### config.mk
export PLATFORM = sky130hd
export DESIGN_NAME = bcd_seq_converter
export DESIGN_NICKNAME = d
export VERILOG_FILES = /design/src/rtl/bcd_seq_converter.sv
export SDC_FILE = /design/constraint.sdc
export NUM_CORES = 1
export LEC_CHECK = 0
export CAP_MARGIN = 5
export CORE_MARGIN = 3
export CORE_UTILIZATION = 45
export CTS_CLUSTER_SIZE = 20
export DETAILED_ROUTE_END_ITERATION = 12
export PLACE_DENSITY = 0.67
export SYNTH_ARGS = -nofsm -noshare
export SYNTH_HDL_FRONTEND = slang
export SYNTH_SLANG_ARGS = --single-unit
### constraint.sdc
create_clock -name clk -period 1.75 [get_ports clk]
set_input_delay 0.175 -clock clk [delete_from_list [all_inputs] [get_ports clk]]
set_output_delay 0.175 -clock clk [all_outputs]
set_load 0.03 [all_outputs]
### src/rtl/bcd_seq_converter.sv
// Iterative binary-to-BCD converter (double-dabble, one input bit per clock) with start/busy/done handshake.
// Optional two's-complement input with sign output when BCD_SEQ_SIGNED_EN is defined.
module bcd_seq_converter #(
  parameter int IN_W   = 13,
  parameter int DIGITS = 4
) (
  input  logic                  clk,
  input  logic                  rst,
  input  logic                  start,
  input  logic [IN_W-1:0]       in_num,
  output logic                  busy,
  output logic                  done,
  output logic [4*DIGITS-1:0]   bcd,
  output logic                  overflow,
  output logic                  sign
);
  localparam int BW = 4 * DIGITS;
  localparam int CW = (IN_W > 1) ? $clog2(IN_W) : 1;

  typedef enum logic [1:0] {IDLE = 2'd0, SHIFT = 2'd1, DONE = 2'd2} state_t;

  state_t            state_r, state_nxt_s;
  logic [IN_W-1:0]   shreg_r;
  logic [BW-1:0]     dig_r;
  logic              ovf_acc_r;
  logic [CW-1:0]     cnt_r;
  logic [IN_W-1:0]   mag_s;
  logic [BW-1:0]     adj_s;
  logic [BW-1:0]     dig_shift_s;
  logic              carry_s;
  logic              accept_s;
  logic              last_s;

  // Digit correction applied before every shift
  function automatic logic [3:0] add3(input logic [3:0] d);
    return (d >= 4'd5) ? (d + 4'd3) : d;
  endfunction

`ifdef BCD_SEQ_SIGNED_EN
  logic sign_acc_r;
  // Magnitude of the two's-complement input; most negative value yields 2^(IN_W-1)
  assign mag_s = in_num[IN_W-1] ? (~in_num + IN_W'(1)) : in_num;
`else
  assign mag_s = in_num;
  assign sign  = 1'b0;
`endif

  // Correct each digit, then shift {digits, shreg} left by one
  always_comb begin
    adj_s = {BW{1'b0}};
    for (int k = 0; k < DIGITS; k++) begin
      adj_s[4*k +: 4] = add3(dig_r[4*k +: 4]);
    end
    dig_shift_s = {adj_s[BW-2:0], shreg_r[IN_W-1]};
    carry_s     = adj_s[BW-1];
  end

  // Next-state logic and accept/last-shift decode
  always_comb begin
    state_nxt_s = state_r;
    accept_s    = 1'b0;
    last_s      = 1'b0;
    case (state_r)
      IDLE: begin
        if (start) begin
          accept_s    = 1'b1;
          state_nxt_s = SHIFT;
        end else begin
          state_nxt_s = IDLE;
        end
      end
      SHIFT: begin
        if (cnt_r == {CW{1'b0}}) begin
          last_s      = 1'b1;
          state_nxt_s = DONE;
        end else begin
          state_nxt_s = SHIFT;
        end
      end
      DONE: begin
        if (start) begin
          accept_s    = 1'b1;
          state_nxt_s = SHIFT;
        end else begin
          state_nxt_s = IDLE;
        end
      end
      default: begin
        state_nxt_s = IDLE;
      end
    endcase
  end

  // State, working registers and published results
  always_ff @(posedge clk) begin
    if (rst) begin
      state_r   <= IDLE;
      shreg_r   <= {IN_W{1'b0}};
      dig_r     <= {BW{1'b0}};
      ovf_acc_r <= 1'b0;
      cnt_r     <= {CW{1'b0}};
      busy      <= 1'b0;
      done      <= 1'b0;
      bcd       <= {BW{1'b0}};
      overflow  <= 1'b0;
`ifdef BCD_SEQ_SIGNED_EN
      sign_acc_r <= 1'b0;
      sign       <= 1'b0;
`endif
    end else begin
      state_r <= state_nxt_s;
      busy    <= (state_nxt_s == SHIFT);
      done    <= (state_nxt_s == DONE);
      if (accept_s) begin
        shreg_r   <= mag_s;
        dig_r     <= {BW{1'b0}};
        ovf_acc_r <= 1'b0;
        cnt_r     <= CW'(IN_W - 1);
`ifdef BCD_SEQ_SIGNED_EN
        sign_acc_r <= in_num[IN_W-1];
`endif
      end else if (state_r == SHIFT) begin
        shreg_r   <= {shreg_r[IN_W-2:0], 1'b0};
        dig_r     <= dig_shift_s;
        ovf_acc_r <= ovf_acc_r | carry_s;
        cnt_r     <= cnt_r - CW'(1);
        // Results are published only with the final shift, so holding is implicit
        if (last_s) begin
          bcd      <= dig_shift_s;
          overflow <= ovf_acc_r | carry_s;
`ifdef BCD_SEQ_SIGNED_EN
          sign     <= sign_acc_r;
`endif
        end
      end
    end
  end
endmodule

* After elaboration in Yosys (flattened, before gate mapping)
Cells that the tools add are included. Widths: inputs -> output; s select.
Cells by class: bitwise gates (word level) 2, add/sub/neg operators 5, mux-type cells 15, reduce and logical (&&, ||, !) cells 6, eq/ne operators 4, order comparisons 4
Operators with widths (number):
- $mux 13 | 2
- $mux 4 | 6
- $add 4x2->4 const B | 4
- $ge 4x3->1 const B | 4
- $mux 1 | 5
- $eq 2x1->1 const B | 2
- $eq 2x2->1 const B | 2
- $logic_not 4->1 | 1
- $pmux 2 s2 | 1
- $reduce_or 2->1 | 2
- $sub 4x1->4 const B | 1
- $reduce_and 3->1 | 1
- $logic_not 2->1 | 1
- $mux 2 | 1
- $reduce_bool 2->1 | 1
- $not 1->1 | 1
- $or 1x1->1 | 1
Word-level totals: output and inout bits 20, register bits 55, input port bits 16, word-level logic and storage cells 46

* Longest topological paths before layout
depth after elaboration 5, gate-level depth with buffers 7, mapped depth without buffers 6

* Worst setup path before layout
Ideal clock, no wire load.
path kind register -> register, from register cnt_r[0], to register bcd[10], path buffers 1, path slack 0.195 ns, required time 1.677 ns, cell stages (with the launch flop) 7, setup time 0.073 ns, clock period less this slack 1.555 ns, arrival 1.482 ns, cell sequence dfxtp_1 -> inv_1 -> ha_1 -> or3b_4 -> or3_1 -> buf_6 -> o22ai_2
On the way: cells in the longest elaborated chain, start to end 4
RTL lines:
- start: declaration | RTL line 26 | logic [CW-1:0] cnt_r;
- start signal: assignment | RTL line 101 | cnt_r <= {CW{1'b0}};
- start signal: assignment | RTL line 118 | cnt_r <= CW'(IN_W - 1);
- start signal: assignment | RTL line 126 | cnt_r <= cnt_r - CW'(1);
- $logic_not 4->1 | RTL line 73 | if (cnt_r == {CW{1'b0}}) begin
- $mux 1 | RTL line 73
- $mux 1 | RTL line 63 | case (state_r)
- $reduce_and 3->1 (no source line)
- end signal: assignment | RTL line 104 | bcd <= {BW{1'b0}};
- end signal: assignment | RTL line 129 | bcd <= dig_shift_s;
- end: declaration | RTL line 13 | output logic [4*DIGITS-1:0] bcd,
Every way passes these cells. A chain may end at the register's enable or synchronous reset.

* Worst setup path after layout
from register dig_r[0], to register bcd[2]
On the way: cells in the longest elaborated chain, start to end 2, elaborated cells on any way between the ends 3, classes of those cells add/sub: 1; order compare: 1; mux: 1
RTL lines:
- start: declaration | RTL line 24 | logic [BW-1:0] dig_r;
- start signal: assignment | RTL line 99 | dig_r <= {BW{1'b0}};
- start signal: assignment | RTL line 116 | dig_r <= {BW{1'b0}};
- start signal: assignment | RTL line 124 | dig_r <= dig_shift_s;
- $add 4x2->4 / $ge 4x3->1 (equally long branches) | RTL line 36 | return (d >= 4'd5) ? (d + 4'd3) : d;
- $mux 4 (*) | RTL line 36
Every way passes the cells marked *; elsewhere a longest branch is shown, timed or not.

==> summary.txt <==
Worst setup path
  • CP bufs+invs: 1
  • CP max stage cell: mux2_2
  • Arrival time at the worst endpoint: 1.87 ns
  • Worst setup path class: flop to flop
  • Cell breakdown of the critical path: inv_1, ha_1, nand2b_1, a21oi_1, mux2_2, o22ai_2
  • Reg2reg end: bcd[2]$_SDFFE_PP0P_
  • R2R depth: 6
  • Worst stage delay on the critical path: 0.40 ns
  • Critical path required time: 1.98 ns
  • Type of destination of the critical path: flop
  • Worst R2R Start: dig_r[0]$_SDFFE_PP0P_
  • R2R Setup Slk: 0.11 ns
  • Top fanout value on the critical path: 5
  • Kind of cell adding the most delay to the critical path: compound AO/OA/AOI/OAI gates
  • Critical Path Source Type: flop

Min path
  • Worst min-delay path startpoint: in_num[3]
  • Endpoint of the worst hold path: shreg_r[3]$_SDFFE_PP0P_
  • Cell count of the worst hold path: 3
  • Hold WC Path Type: input port to flop

Power and ir drop
  • Internal Power: 0.00188 W
  • Pwr per Cell Area: 844 nW/µm²
  • Switching Power: 0.000670 W
  • Share of power burned in registers: 0.534
  • Portion of total power attributed to the clock network: 0.292
  • Maximum vdd ir drop: 0.000476 V
  • Share of total power consumed by net switching: 0.263
  • Share of total power in combinational logic: 0.175
  • Standby leakage power: 1.04 nW

Die
  • Core outline area: 5200 µm²
  • Number of core rows: 26
  • Overall die area: 6410 µm²
  • Starting utilization of the core area: 0.475
  • Die Width: 80.1 µm
  • Number of top-level pins: 36
  • Height of the die: 80.1 µm

Global route
  • Vias in the first global route: 1797
  • Maximum number of pins on one net before global-route repair: 26
  • Antenna violations before repair: 0
  • Global-route wire length before repair: 8250 µm
  • Total Routing Usage GR: 0.165
  • Total congestion overflow: 0

Flow run
  • Max Cap Viol: 0

Yosys
  • Syn Nets: 308
  • Fraction of the mapped netlist area in compound gates: 0.199
  • Count of different cell masters after synthesis: 30
  • Simple-gate share of the synthesized area: 0.193
  • Synthesized-area fraction occupied by adder cells: 0.0507
  • Count of state elements after synthesis: 55
  • Post-synthesis share of cell area spent on xor and xnor gates: 0.0248
  • Post-Syn Area per Cell: 8.76 µm²
  • Yosys warning count: 0
  • Cell count after synthesis: 282
  • Synthesized cell area: 2470 µm²
  • Multiplexer fraction of the synthesized cell area: 0.0263
  • Sequential area share after synthesis: 0.446
  • Largest family of logic cells by synthesized area: compound AO/OA/AOI/OAI gates

Cells and area
  • Area of the multi-input gates: 1230 µm²
  • Number of nets at the end of the flow: 342
  • Sequential cell area in the final layout: 1100 µm²
  • Area grow syn2layout: 22.2%
  • Layout cell share with drive strength beyond 1: 0.114
  • Ant. Diodes: 0
  • Layout filler cell count: 523

CTS
  • Clock Sinks: 55
  • Clock H-tree levels: 2
  • Cts-stage hold buffer count: 0
  • Clock latency of the later-clocked register in the worst-skew pair: 0.30 ns
  • Root cell of the clock tree: clkbuf_8
  • CTS tree: done
  • Inserted Clock Buffers: 5
  • Clock input transition at the sequential cells of the worst setup and hold paths: 0.09 ns
  • Maximum buffer depth of the clock tree: 2

Route
  • Average detailed-routed wire length per instance: 12.7 µm
  • Total iterations of the first detailed-routing run: 4
  • Vias per cell: 5.01
  • DRC: 0
  • Total vias in the final route: 1940
  • Number of nets with antenna violations after routing: 0
  • Violation count after the first detailed-routing iteration: 119
  • Wire length reported by the detailed router: 4910 µm

Place
  • Number of buffers inserted by port buffering: 34
  • Routability-driven placement congestion ratio: 0.825
  • Final HPWL from detailed placement: 3440 µm

STA
  • Crit path time final: 1.64 ns
  • Fraction of the cycle the final worst path needs: 0.934
  • Max-slew violation count: 0
  • Fmax achieved: 612 MHz
  • Total Negative Setup Slacks: 0 ns
  • Total count of hold-check failures in the final report: 0
  • Setup repair after global routing missed its margin: no
  • Setup clock skew after layout: 0.00743 ns
  • Final Hold Slack: 0.462 ns
  • Final count of negative-setup-slack endpoints: 0

Status
  • Result of the run: finished, final reports clean
==> routing by layer <==
metal  track usage  routed length, µm
met1         0.236               2520
met2         0.237               2150
met3        0.0314                174
met4        0.0743                 60
met5             0                  0
==> cells in the mapped netlist <==
master | n | share of area
buf_2 | 5 | 0.010
nor2b_1 | 2 | 0.0051
a21oi_1 | 23 | 0.047
buf_1 | 2 | 0.0030
o22ai_2 | 8 | 0.041
inv_1 | 13 | 0.020
conb_1 | 1 | 0.0015
nor3_1 | 1 | 0.0020
mux2_2 | 4 | 0.018
or3b_4 | 1 | 0.0046
buf_4 | 1 | 0.0030
clkbuf_1 | 9 | 0.014
nand2b_1 | 15 | 0.038
nor2_1 | 27 | 0.041
dfxtp_1 | 55 | 0.45
o21ai_0 | 19 | 0.039
nor4_1 | 1 | 0.0025
a211oi_1 | 7 | 0.021
nor2_4 | 1 | 0.0046
buf_6 | 2 | 0.0091
mux2i_1 | 2 | 0.0081
or3_1 | 1 | 0.0025
xnor2_1 | 6 | 0.021
o22ai_1 | 1 | 0.0025
ha_1 | 10 | 0.051
a311oi_1 | 14 | 0.050
xor2_1 | 1 | 0.0035
nand3_1 | 12 | 0.024
nand2_1 | 31 | 0.047
nor3b_1 | 7 | 0.021
==> registers in the layout, indices dropped and copies added, names as in the netlist <==
register   flops
bcd           16
busy           1
cnt_r          4
dig_r         16
done           1
overflow       1
ovf_acc_r      1
shreg_r       13
state_r        2
==> final cells by class <==
cell class              count  area share
clock buffers               8      0.0332
well taps                  70      0.0290
inverters                  13      0.0162
repair buffers             46       0.148
multi-input cells         195       0.409
flip-flops and latches     55       0.365
==> cell families (layout without fill, tap and decap cells) <==
| logic type | after synthesis | count (layout) |
|---|---|---|
| AO/OA/AOI/OAI | 72 | 72 |
| XOR/XNOR | 7 | 7 |
| adder cells (fa/ha/maj) | 10 | 10 |
| buffers and inverters | 32 | 67 |
| flip-flops | 55 | 55 |
| multiplexers | 6 | 6 |
| other | 1 | 1 |
| AND/OR/NAND/NOR | 99 | 99 |
==> metrics by stage <==
| step | utilization | instance area, µm² | worst slack (ns) | std cells | power (W) |
|---|---|---|---|---|---|
| 4_1_cts | 0.579 | 3010 | 0.107 | 387 | 0.00259 |
| 3_5_place_dp | 0.558 | 2910 | -0.0121 | 379 | 0.00183 |
| 2_1_floorplan | - | 2470 | 0.195 | 282 | 0.00168 |
| 3_3_place_gp | 0.558 | 2910 | 0.0248 | 379 | 0.00183 |
| 5_1_grt | 0.580 | 3020 | 0.000944 | 387 | 0.00268 |
| 6_report | 0.580 | 3020 | 0.115 | 387 | 0.00255 |
==> power by group through the flow <==
stage	Combinational (W)	Sequential (W)	Clock, W
2_1_floorplan	0.000253	0.00142	0
3_3_place_gp	0.000440	0.00139	0
3_5_place_dp	0.000444	0.00139	0
4_1_cts	0.000447	0.00136	0.000778
5_1_grt	0.000492	0.00137	0.000821
6_report	0.000446	0.00136	0.000743
==> placed cells by master (no fill, tap or decap), drive strengths merged <==
cell type and instances:
mux2 4, nand2b 15, nor3b 7, inv 13
o22ai 9, mux2i 2, nor2 28, a21oi 23
ha 10, xnor2 6, clkdlybuf4s50 34, nor2b 2
a311oi 14, dfxtp 55, or3b 1, a211oi 7
nand3 12, nor3 1, nand2 31, conb 1
nor4 1, o21ai 19, buf 12, or3 1
clkbuf 8, xor2 1
==> worst max-delay path by stage <==
stage / start / end / cells after the start
after floorplan: cnt_r[0]$_SDFFE_PP0P_ / bcd[10]$_SDFFE_PP0P_ / 6
after CTS: dig_r[4]$_SDFFE_PP0P_ / dig_r[6]$_SDFFE_PP0P_ / 6
after detailed placement: cnt_r[0]$_SDFFE_PP0P_ / bcd[10]$_SDFFE_PP0P_ / 5
after global routing: dig_r[0]$_SDFFE_PP0P_ / bcd[2]$_SDFFE_PP0P_ / 6
final: dig_r[0]$_SDFFE_PP0P_ / bcd[2]$_SDFFE_PP0P_ / 6
after global placement: cnt_r[0]$_SDFFE_PP0P_ / bcd[6]$_SDFFE_PP0P_ / 5
==> worst reg2reg max path, delay by kind of cell (launching register included) <==
kind / cells / cell delay (ns)
AO/OA/AOI/OAI: 2 / 0.40
multiplexers: 1 / 0.40
flip-flops: 1 / 0.34
adder cells (fa/ha/maj): 1 / 0.24
buffers and inverters: 1 / 0.10
AND/OR/NAND/NOR: 1 / 0.09
==> what timing repair did <==
item,in CTS,in global routing
gates cloned,0,0
setup endpoints to repair,7,2
setup buffers,0,0
gates resized for setup,1,2
Power figures use the tool's default switching activity.
